## config.mk

```make
export PLATFORM = sky130hd
export DESIGN_NAME = uart_framed
export DESIGN_NICKNAME = d
export VERILOG_FILES = /design/src/rtl/uart_framed.sv
export SDC_FILE = /design/constraint.sdc
export NUM_CORES = 1
export LEC_CHECK = 0
export CAP_MARGIN = 40
export CORE_MARGIN = 2
export CORE_UTILIZATION = 44
export CTS_CLUSTER_SIZE = 14
export DETAILED_ROUTE_END_ITERATION = 8
export PLACE_DENSITY = 0.68
export SYNTH_ARGS = -nofsm -noshare
export SYNTH_HDL_FRONTEND = slang
export SYNTH_SLANG_ARGS = --single-unit
```

## constraint.sdc

```tcl
create_clock -name clk -period 3.2 [get_ports clk]
set_clock_uncertainty 0.1 [all_clocks]
set_input_delay 0.64 -clock clk [delete_from_list [all_inputs] [get_ports clk]]
set_output_delay 0.64 -clock clk [all_outputs]
set_load 0.03 [all_outputs]
```

## src/rtl/uart_framed.sv

```systemverilog
// uart_framed: UART transmitter and receiver with configurable data, parity and stop bits.
// Define UART_FRAMED_LOOPBACK_EN to add a loopback input that routes the internal tx into RX and holds the tx pin high.
module uart_framed #(
  parameter int CLK_FREQ  = 50000000,
  parameter int BAUD_RATE = 9600,
  parameter int DATA_BITS = 8,
  parameter int PARITY    = 0,
  parameter int STOP_BITS = 1
) (
  input  logic       clk,
  input  logic       rst,
`ifdef UART_FRAMED_LOOPBACK_EN
  input  logic       loopback,
`endif
  input  logic [7:0] tx_data,
  input  logic       tx_valid,
  output logic       tx_ready,
  output logic       tx,
  input  logic       rx,
  output logic [7:0] rx_data,
  output logic       rx_valid,
  output logic       rx_parity_err,
  output logic       rx_frame_err
);
  localparam int CPB = CLK_FREQ / BAUD_RATE;
  localparam int CW = $clog2(CPB);
  localparam logic [CW-1:0] C_END = CW'(CPB - 1);
  localparam logic [CW-1:0] C_HALF = CW'(CPB / 2 - 1);
  localparam logic [2:0] D_END = 3'(DATA_BITS - 1);
  localparam logic [2:0] S_END = 3'(STOP_BITS - 1);
  localparam logic [7:0] MASK = 8'(2 ** DATA_BITS - 1);
  localparam logic ODD = (PARITY == 1);

  if (CPB < 4 || DATA_BITS < 5 || DATA_BITS > 8 || PARITY < 0 || PARITY > 2 ||
      (STOP_BITS != 1 && STOP_BITS != 2)) begin : g_bad_params
    $error("uart_framed: illegal parameter combination");
  end

  typedef enum logic [2:0] {IDLE, START, DATA, PAR, STOP} state_t;

  state_t r_ts, w_ts;
  logic [CW-1:0] r_tcnt, w_tcnt;
  logic [2:0] r_tbit, w_tbit;
  logic [7:0] r_tsh, w_tsh;
  logic r_tpar, w_tpar, r_tx, w_tx, r_trdy, w_trdy, w_tend;

  assign w_tend = (r_tcnt == C_END);

  always_ff @(posedge clk or posedge rst) begin
    if (rst) begin
      r_ts <= IDLE;
      r_tcnt <= '0;
      r_tbit <= '0;
      r_tsh <= '0;
      r_tpar <= 1'b0;
      r_tx <= 1'b1;
      r_trdy <= 1'b0;
    end else begin
      r_ts <= w_ts;
      r_tcnt <= w_tcnt;
      r_tbit <= w_tbit;
      r_tsh <= w_tsh;
      r_tpar <= w_tpar;
      r_tx <= w_tx;
      r_trdy <= w_trdy;
    end
  end

  always_comb begin
    w_ts = r_ts;
    w_tcnt = r_tcnt + 1'b1;
    w_tbit = r_tbit;
    w_tsh = r_tsh;
    w_tpar = r_tpar;
    w_tx = r_tx;
    w_trdy = r_trdy;
    case (r_ts)
      IDLE: begin
        w_tcnt = '0;
        w_tx = 1'b1;
        w_trdy = 1'b1;
        if (r_trdy && tx_valid) begin
          w_ts = START;
          w_tx = 1'b0;
          w_trdy = 1'b0;
          w_tbit = '0;
          w_tsh = tx_data & MASK;
          w_tpar = ^(tx_data & MASK) ^ ODD;
        end
      end
      START: if (w_tend) begin
        w_ts = DATA;
        w_tcnt = '0;
        w_tx = r_tsh[0];
      end
      DATA: if (w_tend) begin
        w_tcnt = '0;
        w_tsh = r_tsh >> 1;
        w_tbit = r_tbit + 1'b1;
        w_tx = r_tsh[1];
        if (r_tbit == D_END) begin
          w_tbit = '0;
          if (PARITY != 0) begin
            w_ts = PAR;
            w_tx = r_tpar;
          end else begin
            w_ts = STOP;
            w_tx = 1'b1;
          end
        end
      end
      PAR: if (w_tend) begin
        w_ts = STOP;
        w_tcnt = '0;
        w_tx = 1'b1;
      end
      STOP: if (w_tend) begin
        w_tcnt = '0;
        w_tbit = r_tbit + 1'b1;
        if (r_tbit == S_END) begin
          w_ts = IDLE;
          w_tbit = '0;
          w_trdy = 1'b1;
        end
      end
      default: w_ts = IDLE;
    endcase
  end

  logic w_rxin, r_s1, r_s2, w_rx;
`ifdef UART_FRAMED_LOOPBACK_EN
  assign w_rxin = loopback ? r_tx : rx;
  assign tx = loopback ? 1'b1 : r_tx;
`else
  assign w_rxin = rx;
  assign tx = r_tx;
`endif
  assign tx_ready = r_trdy;
  assign w_rx = r_s2;

  state_t r_rs, w_rs;
  logic [CW-1:0] r_rcnt, w_rcnt;
  logic [2:0] r_rbit, w_rbit;
  logic [7:0] r_rsh, w_rsh, r_rdata, w_rdata;
  logic r_pe, w_pe, r_fe, w_fe, r_brk, w_brk, w_rend;
  logic r_rvalid, w_rvalid, r_rperr, w_rperr, r_rferr, w_rferr;

  assign w_rend = (r_rcnt == C_END);
  assign rx_data = r_rdata;
  assign rx_valid = r_rvalid;
  assign rx_parity_err = r_rperr;
  assign rx_frame_err = r_rferr;

  always_ff @(posedge clk or posedge rst) begin
    if (rst) begin
      r_s1 <= 1'b1;
      r_s2 <= 1'b1;
      r_rs <= IDLE;
      r_rcnt <= '0;
      r_rbit <= '0;
      r_rsh <= '0;
      r_pe <= 1'b0;
      r_fe <= 1'b0;
      r_brk <= 1'b0;
      r_rdata <= '0;
      r_rvalid <= 1'b0;
      r_rperr <= 1'b0;
      r_rferr <= 1'b0;
    end else begin
      r_s1 <= w_rxin;
      r_s2 <= r_s1;
      r_rs <= w_rs;
      r_rcnt <= w_rcnt;
      r_rbit <= w_rbit;
      r_rsh <= w_rsh;
      r_pe <= w_pe;
      r_fe <= w_fe;
      r_brk <= w_brk;
      r_rdata <= w_rdata;
      r_rvalid <= w_rvalid;
      r_rperr <= w_rperr;
      r_rferr <= w_rferr;
    end
  end

  // r_brk blocks new starts after a frame error until the line has been seen high
  always_comb begin
    w_rs = r_rs;
    w_rcnt = r_rcnt + 1'b1;
    w_rbit = r_rbit;
    w_rsh = r_rsh;
    w_pe = r_pe;
    w_fe = r_fe;
    w_brk = r_brk & ~w_rx;
    w_rdata = r_rdata;
    w_rvalid = 1'b0;
    w_rperr = r_rperr;
    w_rferr = r_rferr;
    case (r_rs)
      IDLE: begin
        w_rcnt = '0;
        if (!w_rx && !r_brk) begin
          w_rs = START;
          w_rbit = '0;
          w_rsh = '0;
          w_pe = 1'b0;
          w_fe = 1'b0;
        end
      end
      START: if (r_rcnt == C_HALF) begin
        w_rcnt = '0;
        if (w_rx) w_rs = IDLE;
        else w_rs = DATA;
      end
      DATA: if (w_rend) begin
        w_rcnt = '0;
        w_rsh[r_rbit] = w_rx;
        w_rbit = r_rbit + 1'b1;
        if (r_rbit == D_END) begin
          w_rbit = '0;
          if (PARITY != 0) w_rs = PAR;
          else w_rs = STOP;
        end
      end
      PAR: if (w_rend) begin
        w_rcnt = '0;
        w_pe = ^r_rsh ^ w_rx ^ ODD;
        w_rs = STOP;
      end
      STOP: if (w_rend) begin
        w_rcnt = '0;
        w_rbit = r_rbit + 1'b1;
        w_fe = r_fe | ~w_rx;
        if (r_rbit == S_END) begin
          w_rs = IDLE;
          w_rbit = '0;
          w_rvalid = 1'b1;
          w_rdata = r_rsh;
          w_rperr = r_pe;
          w_rferr = r_fe | ~w_rx;
          w_brk = r_fe | ~w_rx;
        end
      end
      default: w_rs = IDLE;
    endcase
  end
endmodule

```

==> flow_summary.toml, run 1 <==
[pwr]
intPower_uw = 1290
finalPower_uw = 1650
pwr-share-clk_pct = 42.0
p_leak_uw = 0.00179
p_per_area_mw_per_mm2 = 400
peakVddDrop_mv = 0.250
switching_power_uw = 351
combPwrFrac_pct = 2.5
seq_power_share_pct = 55.5
swShare_pct = 21.3

[layout]
area_delta_synth_final_pct = 16.4
antennaDiodeCount = 0
finalInstanceArea_mm2 = 0.00412
nets = 396
final_cell_mix = "dfrtp_1, nor2_1, nand2_1, clkdlybuf4s50_1, a21oi_1"
drive_gt1_share_pct = 12.6
fillers = 726
final_common_cell = "dfrtp_1"

[synth]
syn_nets = 364
synth_area_per_cell_um2 = 10.3
yosys_warnings = 0
async_reset_ff_share_pct = 100
netlist_instances = 344
ys_types = 53
ys_seq_elements = 72
ys_top_cells_by_area = "dfrtp_1, nor2_1, xnor2_1, mux2i_1, mux2_2"
synth_top_area_cell = "dfrtp_1"
synth_ff_type = "dfrtp_1"
synth_top_area_share_pct = 48.8
yosysSeqAreaShare_pct = 51.0
syn_area_mm2 = 0.00354
synth_edf_count = 0

[drt]
avgRoutedWirePerCell_um = 13.3
via_per_inst = 5.27
drt-total-wl_um = 6430
drt_first_pass_iters = 4
dr.first_iter.drc_count = 112
drc = 0
antenna_left = 0
vias = 2545

[timing]
whs_ps = 257
fin_crit_ps = 2690
setup_tns_ps = 0
final_max_slew_viol_count = 0
fmax_mhz = 372
setup_viol_count_final = 0
slew-limit-headroom_pct = 60.1
period_share_pct = 83.9
tightest_slew_ps = 598
rsz0062_at_grt = "false"
setup_slack_ps = 514
hold_viol = 0

[global_route]
grt_pass1_vias = 2461
grt_pass1_wl_um = 11500
grt.overflow.total = 0
grt_start_max_net_pins = 30
antenna_found_initial = 0
grtUsageTotal_pct = 16.7

[critical_path]
critPathMaxStageDelay_ps = 590
path_cells = "or4b_1 > or3_1 > or4_1 > o311ai_1 > o41ai_1"
cp-start-kind = "flop"
rr_worst_depth = 5
r2r_start = "r_rcnt[3]"
critical_path_arrival_ps = 2810
endpoint_kind = "flop"
slowest_stage = "or4_1"
critical_path_class = "reg -> reg"
critPathMaxFanout = 8
worst_r2r_endpoint = "r_rsh[1]"
r2r_slack_ps = 510
required_ps = 3330

[clocking]
clk_latency_ps = 350
cts.root.buffer_cell = "clkbuf_8"
tritoncts = "yes"
postCtsSetupRepairBufs = 0
postCtsHoldBufs = 0
cts_resized = 0
cts_buffers = 9
clkTransAtPathRegs_ps = 80
h-tree-depth = 3
clock-sinks = 72
clk_path_buf_depth = 2

[min_path]
worst_hold_startpoint = "r_s1"
whs_path_depth = 0
min_path_type = "reg -> reg"
min_to = "r_s2"

[die]
fp-row-count = 32
fp.dieW_um = 93.7
ios = 25
die_h_um = 93.7
dieArea_mm2 = 0.00878
start_util_pct = 45.6
core_area_mm2 = 0.00777

[place]
placed_area_mm2 = 0.00392
gp_congestion = 0.802
hpwl_um = 4530
port_buffers = 24
place_ws_ps = 519

[run]
cap_violations = 0

[run_status]
status = "finished clean"
## worst max path at each step
stage          slack (ps)      start  endpoint
3_5_place_dp          520  r_rcnt[3]  r_rsh[0]
3_3_place_gp          610  r_rcnt[3]  r_rsh[1]
5_1_grt               330  r_rcnt[3]  r_rsh[0]
6_report              510  r_rcnt[3]  r_rsh[1]
2_1_floorplan         640        rst     r_brk
4_1_cts               510  r_rcnt[3]  r_rsh[0]
## state kept, by name, indices dropped and copies added, names as in the netlist, 3 cells and up
signal / flops
r_ts: 3
r_tcnt: 13
r_tbit: 3
r_rs: 3
r_rbit: 3
rx_data: 8
r_tsh: 8
r_rcnt: 13
r_rsh: 8
## cell usage after synthesis, types with 2 or more instances
library cell   n
or4b_1         2
clkbuf_1       8
o31ai_1        2
nor3_2         2
a21oi_1       18
or2_2          3
nand3b_1       2
dfstp_2        3
xor2_1        14
a21o_1         2
and3_1         5
nand2b_1       4
dfrtp_1       69
mux2_2        11
nor3_1         7
o41ai_1        5
or3_1          2
mux2i_1       13
buf_2          4
and2_1         3
inv_1         12
o21bai_1       2
nand2_1       24
nor4_1         3
nand4_1        5
nor2b_1        4
nor2_1        42
o311ai_1       3
o21ai_0       14
xnor2_1       16
nand3_1       11
ha_1           8
## metal layers
layer / vias to the layer above / routed length (um) / track usage [%]
met4: 0 / 93 / 7.97
met1: 1218 / 3190 / 23.4
met3: 7 / 216 / 3.85
met2: 49 / 2930 / 24.5
met5: - / 0 / 0
li1: 1271 / - / -
## cell families (layout without fill, tap and decap cells)
group | Yosys count | in the layout | synth area share [%]
xor gates and xnor gates | 30 | 30 | 7.43
DFF | 72 | 72 | 51.0
muxes | 24 | 24 | 7.18
and+or+nand+nor | 127 | 127 | 18.3
adders and majority gates | 9 | 9 | 3.11
buffers and inverters | 26 | 63 | 2.90
AOI/OAI and AO/OA | 56 | 56 | 10.1
## layout make-up
class | count | area [um^2] | area share, %
Multi-Input combinational cell | 246 | 1630 | 39.6
Inverter | 14 | 52.6 | 1.28
Tap cell | 102 | 128 | 3.10
Timing Repair Buffer | 33 | 308 | 7.47
Clock inverter | 2 | 12.5 | 0.304
Clock buffer | 14 | 183 | 4.43
Sequential cell | 72 | 1810 | 43.8
## power by group through the flow
stage / Combinational, uW / Clock, uW / Sequential, uW
2_1_floorplan: 19.9 / 0 / 930
3_3_place_gp: 43.2 / 0 / 931
3_5_place_dp: 43.6 / 0 / 931
4_1_cts: 43.9 / 717 / 913
5_1_grt: 48.2 / 753 / 913
6_report: 41.6 / 691 / 913
## critical path: cells and delay by family, from the launching register on
family,cells,cell delay [ps]
compound gates,2,430
simple gates,3,1610
flops,1,430
## metrics by stage
stage / util (%) / instances
after CTS: 53.0 / 483
after floorplan: - / 344
after global placement: 50.5 / 467
final: 53.0 / 483
after detailed placement: 50.5 / 467
after global routing: 53.0 / 483
No activity file was read; power rests on OpenSTA's default activity.
==> run 2: changes to the inputs <==
- PLACE_DENSITY: 0.68 -> 0.7
- clock period: 3.2 -> 2.4 ns (I/O delays scaled with it)
==> run 2 against run 1 <==
The run now ends with setup timing left. Core utilization increased by 2.4 points. Fmax up 12%. Cell count grew 2.7%. Sequential share of layout area down 1.9 points. First-iteration DRC count is 13% lower. Register-to-register slack lost 520 ps. Power up 40%.
==> flow_summary.toml, run 2 (same netlist as run 1, synthesis figures left out) <==
[layout]
area_delta_synth_final_pct = 21.7
final_common_cell = "dfrtp_1"
nets = 409
regArea_mm2 = 0.00181
drive_gt1_share_pct = 17.8
fillers = 686
antennaDiodeCount = 0
multiInputGateArea_mm2 = 0.00169
final_cell_mix = "dfrtp_1, nor2_1, nand2_1, clkdlybuf4s50_1, buf_4"
reg_top3 = "r_rcnt: 13 flops, r_tcnt: 13 flops"

[min_path]
worst_hold_startpoint = "r_s1"
min_path_type = "reg -> reg"
whs_path_depth = 0
min_to = "r_s2"

[pwr]
p_per_area_mw_per_mm2 = 536
peakVddDrop_mv = 0.284
intPower_uw = 1820
pwr-share-clk_pct = 44.8
p_leak_uw = 0.00190
seq_power_share_pct = 52.7
switching_power_uw = 488
swShare_pct = 21.1
combPwrFrac_pct = 2.4

[global_route]
grt_pass1_vias = 2516
grt_pass1_wl_um = 11500
grt_start_max_net_pins = 48
grtUsageTotal_pct = 16.6
grt_busiest_layer = "met2"
use_met3_pct = 3.85
antenna_found_initial = 0
grtUsageMet1_pct = 21.6
met2_usage_pct = 26.1
grt.overflow.total = 0

[clocking]
cts_buffers = 9
clkTransAtPathRegs_ps = 80
clk_path_buf_depth = 2
postCtsHoldBufs = 0
cts.root.buffer_cell = "clkbuf_8"
clock-sinks = 72
clk_latency_ps = 350
tritoncts = "yes"
h-tree-depth = 3

[timing]
slew-limit-headroom_pct = 65.7
rsz0062_at_grt = "true"
period_share_pct = 100
fmax_mhz = 416
fin_crit_ps = 2400
setup_viol_count_final = 1
setup_slack_ps = -2.42
hold_viol = 0
whs_ps = 264
tightest_slew_ps = 512
final_max_slew_viol_count = 0

[critical_path]
cp-start-kind = "flop"
r2r_start = "r_rcnt[11]"
r2r_slack_ps = -2
worst-path-buf-inv = 0
critical_path_class = "reg -> reg"
path_delay_family = "simple AND/OR/NAND/NOR gates"
worst_r2r_endpoint = "r_rsh[2]"
endpoint_kind = "flop"
path_cells = "or4b_4 > or3_4 > or4_4 > o311ai_2 > o41ai_1"
critical_path_arrival_ps = 2520
required_ps = 2520
rr_worst_depth = 5
critPathMaxFanout = 7
slowest_stage = "or4b_4"
critPathMaxStageDelay_ps = 540

[drt]
drt_first_pass_iters = 5
drc = 0
antenna_left = 0
drt-total-wl_um = 6550
dr.first_iter.drc_count = 97
avgRoutedWirePerCell_um = 13.2
via_per_inst = 5.25
vias = 2604

[place]
gp_congestion = 0.822
place_ws_ps = -22.0
port_buffers = 24
hpwl_um = 4550

[die]
fp.dieW_um = 93.7
core_area_mm2 = 0.00777
dieArea_mm2 = 0.00878
die_h_um = 93.7
ios = 25
fp-row-count = 32
start_util_pct = 45.6

[run_status]
violations = "setup timing"
status = "complete, but fails checks"

[run]
cap_violations = 0
==> run 2: how the worst max path moves through the flow <==
stage	startpoint	endpoint	slack, ps	cells past startpoint
after detailed placement	r_rcnt[11]	r_rsh[1]	-20	5
after global placement	r_rcnt[11]	r_rsh[0]	20	5
after floorplan	r_rcnt[11]	r_rsh[0]	-90	7
after CTS	r_rcnt[11]	r_rsh[1]	3	5
after global routing	r_rcnt[11]	r_rsh[3]	-60	5
final	r_rcnt[11]	r_rsh[2]	-2	5
==> run 2: repair_timing <==
action / in CTS / in global routing
pin swaps: 0 / 0
setup buffers: 0 / 2
gates resized for setup: 1 / 9
endpoints found under the setup margin: 10 / 26
==> run 2: layout make-up <==
type,instances,area share (%)
flip-flops and latches,72,41.9
multi-input cells,246,39.2
repair buffers,46,9.79
clock buffers,10,2.96
well taps,102,2.96
clock inverters,6,1.95
inverters,14,1.22
==> run 2: power groups by stage <==
stage                     clock network [uW]  logic [uW]  registers, uW
after floorplan                            0        26.5           1240
after global placement                     0        58.6           1240
after detailed placement                   0        59.2           1240
after CTS                               1060        59.4           1220
after global routing                    1110        64.7           1220
final                                   1040        56.6           1220
==> run 2: per-stage QoR <==
stage,cells,power (uW),TNS [ps],util (%),cell area (um^2)
final,496,2310,-2.42,55.4,4310
after global routing,496,2390,-294,55.4,4310
after detailed placement,478,1300,-60.1,51.8,4020
after global placement,478,1300,0,51.8,4020
after floorplan,344,1270,-784,-,3560
after CTS,494,2330,0,54.6,4240
==> run 2: routing by layer <==
metal / part of all wire, % / wire length [um]
met1: 47 / 3050
met2: 48 / 3120
met3: 3.7 / 240
met4: 2.1 / 137
met5: 0 / 0
==> run 3: changes to the inputs <==
- SKIP_CTS_REPAIR_TIMING: unset -> 1
==> run 3 against run 2 <==
The flow now finishes without violations. Core utilization down 0.097 points. Clock power about the same. Largest cell class unchanged. Wire length is essentially flat. First-iteration DRC count increased by 3.1%. Sequential power is essentially flat. Non-clock buffer count fell by 1. Critical endpoint is now r_rsh[0]. Critical path type unchanged.
==> flow_summary.toml, run 3 (same netlist as run 1, synthesis figures left out) <==
[critical_path]
critPathMaxStageDelay_ps = 540
path_cells = "or4b_4 > or3_4 > or4_4 > o311ai_2 > o41ai_1"
path_delay_family = "simple AND/OR/NAND/NOR gates"
r2r_start = "r_rcnt[11]"
path_depth = 5
rr_worst_depth = 5
worst-path-buf-inv = 0
worst_r2r_endpoint = "r_rsh[0]"
endpoint_kind = "flop"
r2r_slack_ps = 0.2
slowest_stage = "or4b_4"
critPathMaxFanout = 7
critical_path_class = "reg -> reg"
required_ps = 2530
cp-start-kind = "flop"
critical_path_arrival_ps = 2530

[timing]
fin_crit_ps = 2400
hold_viol = 0
final_max_slew_viol_count = 0
slew-limit-headroom_pct = 66.5
setup_viol_count_final = 0
setup_slack_ps = 0.192
period_share_pct = 100
rsz0062_at_grt = "true"
fmax_mhz = 417
tightest_slew_ps = 501

[min_path]
min_path_type = "reg -> reg"
min_to = "r_s2"
worst_hold_startpoint = "r_s1"
whs_path_depth = 0

[clocking]
cts_buffers = 9
clkTransAtPathRegs_ps = 80
clk_latency_ps = 350
clock-sinks = 72
cts.root.buffer_cell = "clkbuf_8"
clk_path_buf_depth = 2
h-tree-depth = 3
tritoncts = "yes"

[place]
place_ws_ps = -22.0
hpwl_um = 4550
gp_congestion = 0.822
port_buffers = 24

[die]
start_util_pct = 45.6
fp.dieW_um = 93.7
ios = 25
die_h_um = 93.7
fp-row-count = 32
core_area_mm2 = 0.00777
dieArea_mm2 = 0.00878

[pwr]
peakVddDrop_mv = 0.284
p_leak_uw = 0.00190
p_per_area_mw_per_mm2 = 537

[drt]
antenna_left = 0
dr.first_iter.drc_count = 100
drc = 0
avgRoutedWirePerCell_um = 13.2
via_per_inst = 5.25
drt_first_pass_iters = 5
vias = 2598
drt-total-wl_um = 6550

[global_route]
antenna_found_initial = 0
grt_pass1_wl_um = 11400
grt.overflow.total = 0
grt_start_max_net_pins = 48
grt_pass1_vias = 2508
grtUsageTotal_pct = 16.5

[layout]
final_util_pct = 55.3
reg_top3 = "r_rcnt: 13 flops, r_tcnt: 13 flops"
final_common_cell = "dfrtp_1"
final_cell_mix = "dfrtp_1, nor2_1, nand2_1, clkdlybuf4s50_1, buf_4"
nets = 408
antennaDiodeCount = 0
area_delta_synth_final_pct = 21.5
drive_gt1_share_pct = 17.6

[run]
cap_violations = 0

[run_status]
status = "finished clean"
## run 3: metrics by stage
step	setup TNS, ps	instance area, um^2	total power (uW)	hold WS (ps)	cells
2_1_floorplan	-784	3560	1270	245	344
3_3_place_gp	0	4020	1300	246	478
3_5_place_dp	-60.1	4020	1300	250	478
4_1_cts	-144	4230	2330	262	494
5_1_grt	-294	4300	2390	274	495
6_report	0	4300	2310	264	495
## run 3: layout make-up
type                       instances  area (um^2)
sequential                        72         1810
clock inverter                     6         83.8
timing repair buffer              45          414
inverter                          14         52.6
fill                             686         3470
multi-input combinational        246         1690
clock buffer                      10          128
tap                              102          128
## run 3: how the worst max path moves through the flow
stage / from / endpoint
floorplan: r_rcnt[11] / r_rsh[0]
global placement: r_rcnt[11] / r_rsh[0]
detailed placement: r_rcnt[11] / r_rsh[1]
CTS: r_rcnt[11] / r_rsh[1]
global route: r_rcnt[11] / r_rsh[3]
finish: r_rcnt[11] / r_rsh[0]
## run 3: layer usage
metal | part of all wire [%] | track usage [%] | vias up
li1 | - | - | 1291
met1 | 47 | 21.6 | 1257
met2 | 48 | 25.9 | 40
met3 | 3.3 | 3.85 | 10
met4 | 2.1 | 8.21 | 0
met5 | 0 | 0 | -
## run 3: power breakdown
| part | internal, uW | total [uW] | switching [uW] | leakage, uW |
|---|---|---|---|---|
| Clock | 582 | 1030 | 453 | 0.000110 |
| Sequential | 1220 | 1220 | 2.04 | 0.000940 |
| Combinational | 24.5 | 56.4 | 32.0 | 0.000845 |
| Total | 1820 | 2310 | 487 | 0.00190 |
